### src/rtl/fwd_sel_ctrl.sv
// fwd_sel_ctrl
// Hazard and forwarding controller for the 5-stage MIPS pipeline.
// Tracks destination register and remaining result latency (tnew) of the
// instructions in E, M and W. From that state it derives the operand
// forwarding selects for D, E and M and the load-use stall. A saturating
// counter records how many cycles the pipeline spent stalled.
//
// Every output is combinational from the stage registers plus the D-stage
// inputs; there is no output register.

module fwd_sel_ctrl #(
   parameter int RegBits = 5,
   parameter int CntBits = 32
) (
   input  logic               clk,
   input  logic               rst_n,
   input  logic [RegBits-1:0] d_rs,
   input  logic [RegBits-1:0] d_rt,
   input  logic [1:0]         d_tuse_rs,
   input  logic [1:0]         d_tuse_rt,
   input  logic [RegBits-1:0] d_dst,
   input  logic [1:0]         d_tnew,
   output logic               stall,
   output logic [1:0]         fwd_d_rs_sel,
   output logic [1:0]         fwd_d_rt_sel,
   output logic [1:0]         fwd_e_rs_sel,
   output logic [1:0]         fwd_e_rt_sel,
   output logic               fwd_m_rt_sel,
   output logic [CntBits-1:0] stall_cnt
);

   // tuse code meaning "operand not read"; such an operand never stalls
   localparam logic [1:0] TuseNone = 2'd3;

   // D-stage select encodings
   localparam logic [1:0] DSelRf = 2'b00;
   localparam logic [1:0] DSelE  = 2'b01;
   localparam logic [1:0] DSelM  = 2'b10;
   localparam logic [1:0] DSelW  = 2'b11;

   // E-stage select encodings
   localparam logic [1:0] ESelPipe = 2'b00;
   localparam logic [1:0] ESelM    = 2'b01;
   localparam logic [1:0] ESelW    = 2'b10;

   // ------------------------------------------------------------------
   // Stage registers. A stage whose dst is 0 is a bubble: register $0 is
   // never written, so it can never match a nonzero source.
   // ------------------------------------------------------------------
   logic [RegBits-1:0] e_rs_reg;
   logic [RegBits-1:0] e_rt_reg;
   logic [RegBits-1:0] e_dst_reg;
   logic [1:0]         e_tnew_reg;
   logic [RegBits-1:0] m_rt_reg;
   logic [RegBits-1:0] m_dst_reg;
   logic [1:0]         m_tnew_reg;
   logic [RegBits-1:0] w_dst_reg;
   logic [CntBits-1:0] stall_cnt_reg;

   logic [1:0]         m_tnew_next;
   logic               stall_cnt_sat;

   // Per-source vectors, index 0 = rs, index 1 = rt
   logic [2*RegBits-1:0] d_src_flat;
   logic [3:0]           d_tuse_flat;
   logic [2*RegBits-1:0] e_src_flat;
   logic [1:0]           conflict_vec;
   logic [3:0]           d_sel_flat;
   logic [3:0]           e_sel_flat;

   assign d_src_flat  = {d_rt, d_rs};
   assign d_tuse_flat = {d_tuse_rt, d_tuse_rs};
   assign e_src_flat  = {e_rt_reg, e_rs_reg};

   // ------------------------------------------------------------------
   // D-stage hazard detection and D-stage forwarding, one copy per source
   // ------------------------------------------------------------------
   genvar gi;
   generate
      for (gi = 0; gi < 2; gi++) begin : g_d_src
         logic [RegBits-1:0] src;
         logic [1:0]         tuse;
         logic               src_nz;
         logic               hit_e;
         logic               hit_m;
         logic               hit_w;
         logic               conflict;
         logic [1:0]         sel;

         assign src    = d_src_flat[gi*RegBits +: RegBits];
         assign tuse   = d_tuse_flat[gi*2 +: 2];
         assign src_nz = |src;
         assign hit_e  = src_nz && (e_dst_reg == src);
         assign hit_m  = src_nz && (m_dst_reg == src);
         assign hit_w  = src_nz && (w_dst_reg == src);

         // Stall when the operand is needed before a producer in E or M
         // can deliver it; a producer in W is always ready.
         always_comb begin
            conflict = 1'b0;
            if (src_nz && (tuse != TuseNone)) begin
               if (hit_e && (tuse < e_tnew_reg)) begin
                  conflict = 1'b1;
               end
               if (hit_m && (tuse < m_tnew_reg)) begin
                  conflict = 1'b1;
               end
            end
         end

         // D compare source: youngest ready producer wins (E > M > W)
         always_comb begin
            sel = DSelRf;
            if (hit_e && (e_tnew_reg == 2'd0)) begin
               sel = DSelE;
            end else if (hit_m && (m_tnew_reg == 2'd0)) begin
               sel = DSelM;
            end else if (hit_w) begin
               sel = DSelW;
            end
         end

         assign conflict_vec[gi]       = conflict;
         assign d_sel_flat[gi*2 +: 2]  = sel;
      end
   endgenerate

   // ------------------------------------------------------------------
   // E-stage operand forwarding, one copy per source
   // ------------------------------------------------------------------
   generate
      for (gi = 0; gi < 2; gi++) begin : g_e_src
         logic [RegBits-1:0] src;
         logic               src_nz;
         logic [1:0]         sel;

         assign src    = e_src_flat[gi*RegBits +: RegBits];
         assign src_nz = |src;

         // E operand source: M result if already computed, else W
         always_comb begin
            sel = ESelPipe;
            if (src_nz && (m_dst_reg == src) && (m_tnew_reg == 2'd0)) begin
               sel = ESelM;
            end else if (src_nz && (w_dst_reg == src)) begin
               sel = ESelW;
            end
         end

         assign e_sel_flat[gi*2 +: 2] = sel;
      end
   endgenerate

   assign stall        = |conflict_vec;
   assign fwd_d_rs_sel = d_sel_flat[1:0];
   assign fwd_d_rt_sel = d_sel_flat[3:2];
   assign fwd_e_rs_sel = e_sel_flat[1:0];
   assign fwd_e_rt_sel = e_sel_flat[3:2];

   // M store data comes from W when W is writing the store's rt
   assign fwd_m_rt_sel = (|m_rt_reg) && (w_dst_reg == m_rt_reg);

   assign stall_cnt     = stall_cnt_reg;
   assign stall_cnt_sat = &stall_cnt_reg;

   // Remaining latency decreases by one per stage, clamped at zero
   always_comb begin
      m_tnew_next = 2'd0;
      if (e_tnew_reg != 2'd0) begin
         m_tnew_next = e_tnew_reg - 2'd1;
      end
   end

   // E stage: take the D instruction, or a bubble while stalled
   always_ff @(posedge clk or negedge rst_n) begin
      if (!rst_n) begin
         e_rs_reg   <= '0;
         e_rt_reg   <= '0;
         e_dst_reg  <= '0;
         e_tnew_reg <= '0;
      end else if (stall) begin
         e_rs_reg   <= '0;
         e_rt_reg   <= '0;
         e_dst_reg  <= '0;
         e_tnew_reg <= '0;
      end else begin
         e_rs_reg   <= d_rs;
         e_rt_reg   <= d_rt;
         e_dst_reg  <= d_dst;
         e_tnew_reg <= d_tnew;
      end
   end

   // M and W stages advance unconditionally
   always_ff @(posedge clk or negedge rst_n) begin
      if (!rst_n) begin
         m_rt_reg   <= '0;
         m_dst_reg  <= '0;
         m_tnew_reg <= '0;
         w_dst_reg  <= '0;
      end else begin
         m_rt_reg   <= e_rt_reg;
         m_dst_reg  <= e_dst_reg;
         m_tnew_reg <= m_tnew_next;
         w_dst_reg  <= m_dst_reg;
      end
   end

   // Count stalled cycles, holding at all-ones
   always_ff @(posedge clk or negedge rst_n) begin
      if (!rst_n) begin
         stall_cnt_reg <= '0;
      end else if (stall && !stall_cnt_sat) begin
         stall_cnt_reg <= stall_cnt_reg + CntBits'(1);
      end
   end

endmodule

### config.mk
export PLATFORM = sky130hd
export DESIGN_NAME = fwd_sel_ctrl
export DESIGN_NICKNAME = d
export VERILOG_FILES = /design/src/rtl/fwd_sel_ctrl.sv
export SDC_FILE = /design/constraint.sdc
export NUM_CORES = 1
export LEC_CHECK = 0
export BUFFER_PORTS_ARGS = -buffer_cell sky130_fd_sc_hd__clkbuf_2
export CAP_MARGIN = 15
export CORE_MARGIN = 1.5
export CORE_UTILIZATION = 25
export DETAILED_ROUTE_END_ITERATION = 16
export PLACE_DENSITY = 0.38
export SKIP_CTS_REPAIR_TIMING = 1
export SYNTH_ARGS = -nofsm -noshare
export SYNTH_HDL_FRONTEND = slang
export SYNTH_SLANG_ARGS = --single-unit
### constraint.sdc
create_clock -name clk -period 4.8 [get_ports clk]
set_input_delay 0.24 -clock clk [delete_from_list [all_inputs] [get_ports clk]]
set_output_delay 0.24 -clock clk [all_outputs]
set_load 0.005 [all_outputs]
==> flow_summary.ini, run 1 <==
[cts]
h-tree-depth = 3
clock_latency_ns = 0.33
cts_buffers = 9
clock-sinks = 66
clk_pin_slew_worst_paths_ns = 0.05
cts_tree = done
cts_buffer_depth = 2
cts_root_buf = clkbuf_16

[flow_run]
cap_violations = 0

[yosys]
synth_nets = 367
synth_cells = 339
synth.avg_cell_area_um2 = 10.5
synthFlopType = dfrtp_1
synth_area_um2 = 3560
yosysSeqAreaShare = 0.464
synth_edf_count = 0
synth_area_leaders = dfrtp_1, xor2_1, nand4_1
ys_ff_latch = 66
synth_top_area_frac = 0.464
ys_warn_count = 0
async_flop_share = 1.00
synth_cell_types = 35
synth_area_leader_cell = dfrtp_1

[routing]
ant_nets = 0
wl_per_cell_um = 15.4
drc = 0
wirelength_mm = 9.03
drtIter0Drc = 118
vias_per_cell = 4.55
firstDrtPassIters = 4
via_count = 2673

[cells_and_area]
multiInputGateArea_um2 = 1800
drive_above_1_share = 0.225
final_nets = 431
fillers = 1470
regArea_um2 = 1650
syn_to_final_growth_pct = 22.6
largest_reg_flops = 32
antenna_cells = 0

[critical_path]
critPathMostFrequentCell = inv_1
crit_path_start_kind = flip-flop
slowest_delay_ns = 0.68
criticalPathCategory = reg2out
endpoint_kind = primary output
cp.required_ns = 4.56
path_delay_family = simple AND/OR/NAND/NOR gates
critical_path.cell_chain = inv_1, ha_1, nor2b_1, o22ai_1, nand4_1, and4_1, inv_1, clkbuf_2
cp.depth = 8
worstRegToRegCells = 9
cp_slowest_cell = and4_1
crit_path_max_fanout = 21
arrival_ns = 2.39
timing.critical_path.buf_inv = 3

[floorplanning]
fp.dieW_um = 122
die_area_um2 = 15000
start_util = 0.256
placementRows = 43
die_h_um = 122
io_pins = 65
core_um2 = 13900

[sta]
maxSlewViolCount = 0
fin_setup_tns_ns = 0
rsz0062_at_grt = no
min_period_ns = 2.63
whs_ns = 0.0906
period_share = 0.547
max-slew-margin-rel = 0.440
tightestPinTransition_ns = 0.834
max_freq_mhz = 381
finalSetupViolations = 0
finalHoldViolCount = 0
finClkSkew_ns = 0.00798

[global_routing]
gr-usage-all-layers = 0.128
grt-ovfl-total = 0
antenna_found_initial = 0
grt_pass1_wl_mm = 14.6
grt_pass1_vias = 2784
grt_max_degree = 67

[place]
gp_congestion = 0.777
hpwl_mm = 6.55
port_buffers = 64

[hold_path]
holdCritPathClass = in2async

[pwr]
vdd_drop_max_mv = 0.123
power_density_nw_per_um2 = 358
power.leakage_nw = 2.04

[status]
status = complete, no violations
cells in the final DEF (no fill, tap or decap), types with 5 or more instances in the layout:
master / netlist / final
nand3_1: 10 / 10
inv_1: 5 / 5
clkbuf_2: 1 / 63
clkbuf_16: 0 / 9
nand2_1: 12 / 12
nor3_1: 28 / 28
and2_1: 20 / 20
nor4_1: 8 / 8
nor2_1: 20 / 20
xor2_1: 68 / 68
ha_1: 5 / 5
and3_1: 7 / 7
dfrtp_1: 66 / 66
xnor2_1: 17 / 17
or4_1: 5 / 5
nand4_1: 26 / 26
worst reg2reg max path, stage by stage, from the launching register on:
cell and delay, ns:
dfrtp_1 0.38, inv_1 0.11, ha_1 0.25, nor2b_1 0.13, o22ai_1 0.13, nand4_1 0.10
and4_1 0.46, buf_4 0.35, nor4_1 0.40, xor2_1 0.17
metrics by stage:
step | cell area [µm²] | std cells | util | setup WS (ns) | power [mW]
3_3_place_gp | 4040 | 572 | 0.291 | 2.21 | 0.870
6_report | 4360 | 588 | 0.314 | 2.17 | 1.56
4_1_cts | 4360 | 588 | 0.314 | 2.14 | 1.58
3_5_place_dp | 4040 | 572 | 0.291 | 2.23 | 0.870
2_1_floorplan | 3560 | 339 | - | 2.82 | 0.780
5_1_grt | 4360 | 588 | 0.314 | 1.96 | 1.64
layer usage:
layer / vias to the layer above / GRT usage / part of all wire
met4: 0 / 0.0465 / 0.014
met1: 1302 / 0.168 / 0.47
li1: 1305 / - / -
met5: - / 0 / 0
met3: 11 / 0.0316 / 0.031
met2: 55 / 0.205 / 0.49
Yosys cell counts, drive strengths merged (4+ instances only):
master,instances
xor2,68
dfrtp,66
nor3,31
nand4,26
and2,21
nor2,20
xnor2,17
nand2,12
nand3,11
nor4,11
clkbuf,9
and3,7
buf,5
ha,5
inv,5
nor2b,5
or4,5
and4,4
o22ai,4
power breakdown:
part | internal [mW] | switching (mW)
clock network | 0.467 | 0.237
registers | 0.601 | 0.0659
logic | 0.0926 | 0.0980
worst paths after layout:
kind	from	endpoint	slack, ns
max in group asynchronous	rst_n	m_rt_reg[1]	4.16
min in group clk	d_tnew[1]	e_tnew_reg[1]	0.12
max reg2reg	e_tnew_reg[1]	stall_cnt[26]	2.26
min reg2reg	e_dst_reg[4]	m_dst_reg[4]	0.45
min	rst_n	stall_cnt[1]	0.09
max	e_tnew_reg[1]	stall	2.17
logic make-up after synthesis:
logic type      synth area share
simple gates               0.266
xor+xnor                   0.209
flops                      0.464
buf+inv                   0.0292
compound gates            0.0105
fa+ha+maj                 0.0176
mux                      0.00316
layout make-up:
| class | instances | share of cell area |
|---|---|---|
| multi-input combinational | 254 | 0.414 |
| clock inverter | 5 | 0.0178 |
| timing repair buffer | 67 | 0.0786 |
| inverter | 5 | 0.00430 |
| clock buffer | 11 | 0.0556 |
| tap | 180 | 0.0516 |
| sequential | 66 | 0.379 |
(Power assumes the default switching activity.)
==> run 2, diff against run 1 <==
- ABC_AREA: unset -> 1
- PLACE_DENSITY: 0.38 -> 0.39
- clock period: 4.8 -> 2.35 ns (I/O delays scaled with it)
==> flow_summary.ini, run 2 <==
[status]
status = complete, no violations

[yosys]
synth.avg_cell_area_um2 = 7.25
synth_cell_types = 29
synth_area_leaders = dfrtp_1, nand2_1, xnor2_1
ys_warn_count = 0
yosysSeqAreaShare = 0.396
synth_area_leader_cell = dfrtp_1
synth.most_common_cell = nand2_1
ys_ff_latch = 66
synthFlopType = dfrtp_1
synth_area_um2 = 4170
synth_nets = 603
async_flop_share = 1.00
ys_top_cells_by_count = nand2_1, inv_1, nor2_1, dfrtp_1, nand3_1
synth_edf_count = 0
synth_top_area_frac = 0.396
synth_cells = 575

[cts]
clock_latency_ns = 0.34
cts_buffers = 9
clk_pin_slew_worst_paths_ns = 0.06
clock-sinks = 66
cts_tree = done
h-tree-depth = 3
cts_root_buf = clkbuf_16
cts_buffer_depth = 2

[cells_and_area]
syn_to_final_growth_pct = 23.3
fillers = 1814
final_nets = 680
mostFrequentLayoutCell = nand2_1
multiInputGateArea_um2 = 2140
drive_above_1_share = 0.168
final_area_um2 = 5140
regArea_um2 = 1650
largest_reg_flops = 32
fin_cells = 876
antenna_cells = 0
postLayoutCoreUtil = 0.312
final_cell_mix = nand2_1, inv_1, nor2_1

[routing]
wl_per_cell_um = 13.6
top_layer_used = met4
via_count = 3767
drtIter0Drc = 176
route.met3.wl_um = 540
firstDrtPassIters = 4
met1_length_mm = 5.55
route.met2.wl_mm = 5.61
vias_per_cell = 4.30
drc = 0
ant_nets = 0
wirelength_mm = 11.9

[critical_path]
criticalPathCategory = reg2out
crit_path_max_fanout = 15
endpoint_kind = primary output
arrival_ns = 2.04
crit_path_start_kind = flip-flop
cp.required_ns = 2.23

[pwr]
vdd_drop_max_mv = 0.367
power_density_nw_per_um2 = 608
finalPower_mw = 3.13
power.leakage_nw = 2.61

[sta]
max_freq_mhz = 463
finalSetupViolations = 0
fin_setup_tns_ns = 0
finClkSkew_ns = 0.00662
period_share = 0.918
max-slew-margin-rel = 0.622
setup_ws_ns = 0.192
tightestPinTransition_ns = 0.561
rsz0062_at_grt = no
maxSlewViolCount = 0
finalHoldViolCount = 0
min_period_ns = 2.16
whs_ns = 0.0120

[place]
preCtsSetupSlack_ns = 0.261
place_area_um2 = 4760
hpwl_mm = 9.29
placed_cells_incl_taps = 855
port_buffers = 64
gp_congestion = 0.836

[floorplanning]
core_um2 = 16500
die_h_um = 132
fp.dieW_um = 132
die_area_um2 = 17500
placementRows = 47
start_util = 0.253
io_pins = 65

[global_routing]
grt_max_degree = 29
antenna_found_initial = 0
gr-usage-all-layers = 0.145
grt-ovfl-total = 0
grt_pass1_vias = 3877
grt_pass1_wl_mm = 20.1

[hold_path]
holdCritPathClass = in2reg

[flow_run]
cap_violations = 0
==> run 2: worst paths after layout <==
| kind | start | to | slack (ns) | depth (start not counted) |
|---|---|---|---|---|
| setup reg to reg | stall_cnt[0] | stall_cnt[26] | 0.37 | 11 |
| hold reg to reg | e_rt_reg[0] | m_rt_reg[0] | 0.43 | 0 |
| max in group asynchronous | rst_n | stall_cnt[14] | 1.34 | 3 |
| hold / removal | d_dst[3] | e_dst_reg[3] | 0.01 | 3 |
| min in group asynchronous | rst_n | e_rt_reg[0] | 0.27 | 2 |
| setup / recovery | m_dst_reg[2] | stall | 0.19 | 9 |
==> run 2: cell families (layout without fill, tap and decap cells) <==
family | Yosys count | count (layout) | share of synthesized area
AOI/OAI and AO/OA | 8 | 8 | 0.0123
DFF | 66 | 66 | 0.396
xor gates and xnor gates | 56 | 56 | 0.118
buffers and inverters | 89 | 170 | 0.0927
and+or+nand+nor | 351 | 351 | 0.366
adders and majority gates | 5 | 5 | 0.0150
==> run 2: worst max-delay path: stages, from the launching register on <==
cell and delay (ns):
dfrtp_1 0.52, xnor2_1 0.17, nand2_1 0.07, nor2_1 0.20
nand3_1 0.10, nand2_1 0.07, nand2_1 0.05, nand2_2 0.12
buf_4 0.25, clkbuf_2 0.15
==> run 2: per-layer routing <==
| metal | vias up | track usage |
|---|---|---|
| met3 | 15 | 0.0334 |
| met4 | 0 | 0.0469 |
| met1 | 1724 | 0.187 |
| met5 | - | 0 |
| li1 | 1947 | - |
| met2 | 81 | 0.242 |
==> run 2: final cells by class <==
type	count	share of cell area
clock buffer	9	0.0438
clock inverter	6	0.0178
inverter	69	0.0504
multi-input combinational	420	0.416
sequential	66	0.321
tap	220	0.0536
timing repair buffer	86	0.0974
==> run 2: where the power goes <==
| group | internal [mW] | leakage (nW) | total (mW) | switching [mW] |
|---|---|---|---|---|
| logic | 0.164 | 1.62 | 0.383 | 0.219 |
| registers | 1.20 | 0.846 | 1.29 | 0.0892 |
| clock network | 0.926 | 0.144 | 1.45 | 0.528 |
==> run 3, diff against run 2 <==
- MAX_ROUTING_LAYER: unset -> met4
==> flow_summary.ini, run 3 (synthesized netlist as in run 2, its figures left out) <==
[floorplanning]
placementRows = 47
start_util = 0.253
io_pins = 65
die_h_um = 132
fp.dieW_um = 132
die_area_um2 = 17500
core_um2 = 16500

[cells_and_area]
final_nets = 680
final_cell_mix = nand2_1, inv_1, nor2_1
antenna_cells = 0
fillers = 1814
largest_reg_flops = 32
syn_to_final_growth_pct = 23.3
mostFrequentLayoutCell = nand2_1
drive_above_1_share = 0.168
fin_cells = 876
postLayoutCoreUtil = 0.312

[pwr]
power.leakage_nw = 2.61
finalPower_mw = 3.13
power_density_nw_per_um2 = 608
vdd_drop_max_mv = 0.368

[sta]
finalHoldViolCount = 0
maxSlewViolCount = 0
tightestPinTransition_ns = 0.561
finClkSkew_ns = 0.00534
rsz0062_at_grt = no
period_share = 0.919
setup_ws_ns = 0.191
max-slew-margin-rel = 0.622
finalSetupViolations = 0
max_freq_mhz = 463
min_period_ns = 2.16
fin_setup_tns_ns = 0

[critical_path]
endpoint_kind = primary output
critPathMostFrequentCell = nand2_1
criticalPathCategory = reg2out
critical_path.cell_chain = xnor2_1, nand2_1, nor2_1, nand3_1, nand2_1, nand2_1, nand2_2, buf_4, clkbuf_2
crit_path_start_kind = flip-flop
cp.required_ns = 2.23
arrival_ns = 2.04
slowest_delay_ns = 0.52
path_delay_family = simple AND/OR/NAND/NOR gates
rr_endpoint = stall_cnt[26]
crit_path_max_fanout = 15
worstReg2RegStart = stall_cnt[0]
rrSetupSlack_ns = 0.37
cp_slowest_cell = dfrtp_1
worstRegToRegCells = 11
timing.critical_path.buf_inv = 2

[status]
status = complete, no violations

[routing]
top_layer_used = met4
route.met2.wl_mm = 5.61
wl_per_cell_um = 13.6
firstDrtPassIters = 4
vias_per_cell = 4.31
met1_length_mm = 5.61
route.met3.wl_um = 471
via_count = 3773
drc = 0
drtIter0Drc = 165
ant_nets = 0
wirelength_mm = 11.9

[hold_path]
min_from = d_dst[3]
hold_depth = 3
holdCritPathClass = in2reg
min_to = e_dst_reg[3]

[place]
preCtsSetupSlack_ns = 0.261
placed_cells_incl_taps = 855
port_buffers = 64
gp_congestion = 0.848
hpwl_mm = 9.29

[global_routing]
grt_max_degree = 29
grt_pass1_vias = 3875
grt-ovfl-total = 0
grt_pass1_wl_mm = 20.1
antenna_found_initial = 0
gr-usage-all-layers = 0.150

[cts]
clk_pin_slew_worst_paths_ns = 0.06
cts_tree = done
clock-sinks = 66
cts_buffers = 9
clock_latency_ns = 0.34
cts_root_buf = clkbuf_16
h-tree-depth = 3
cts_buffer_depth = 2

[flow_run]
cap_violations = 0
## run 3: worst register-to-register path, cell delays in order, from the launching register on
cell	delay (ns)
dfrtp_1	0.40
ha_1	0.25
nand3_2	0.13
inv_2	0.09
nand2_2	0.08
nor2_1	0.13
nor3b_1	0.38
nand2_1	0.09
nor2_1	0.14
nand2_1	0.07
nand2_1	0.06
nand2_1	0.04
## run 3: cell type report
type	instances	area, µm²	share of cell area
Clock inverter	6	91.3	0.0178
Inverter	69	259	0.0504
Tap cell	220	275	0.0536
Multi-Input combinational cell	420	2140	0.416
Clock buffer	9	225	0.0438
Sequential cell	66	1650	0.321
Timing Repair Buffer	86	500	0.0974
## run 3: stage by stage
step	instance area [µm²]	hold slack, ns
floorplan	4170	-0.178
finish	5140	0.0126
CTS	5070	-0.271
detailed placement	4760	0.0953
global placement	4760	0.0934
global route	5140	0.0259
## run 3: worst max path at each step
stage | from | end | depth (start not counted)
finish | m_dst_reg[2] | stall | 9
global route | w_dst_reg[3] | fwd_d_rt_sel[1] | 6
CTS | e_tnew_reg[1] | stall | 9
detailed placement | stall_cnt[0] | stall_cnt[11] | 9
global placement | stall_cnt[0] | stall_cnt[7] | 9
floorplan | stall_cnt[0] | stall_cnt[3] | 10
## run 3: per-layer routing
| layer | up-vias | track usage |
|---|---|---|
| li1 | 1949 | - |
| met1 | 1729 | 0.187 |
| met2 | 80 | 0.242 |
| met3 | 15 | 0.0331 |
| met4 | 0 | 0.0469 |
| met5 | - | - |
## run 3: where the power goes
part / internal [mW] / leakage [nW] / switching [mW]
registers: 1.20 / 0.846 / 0.0895
clock network: 0.926 / 0.144 / 0.529
logic: 0.164 / 1.62 / 0.219
total: 2.29 / 2.61 / 0.837
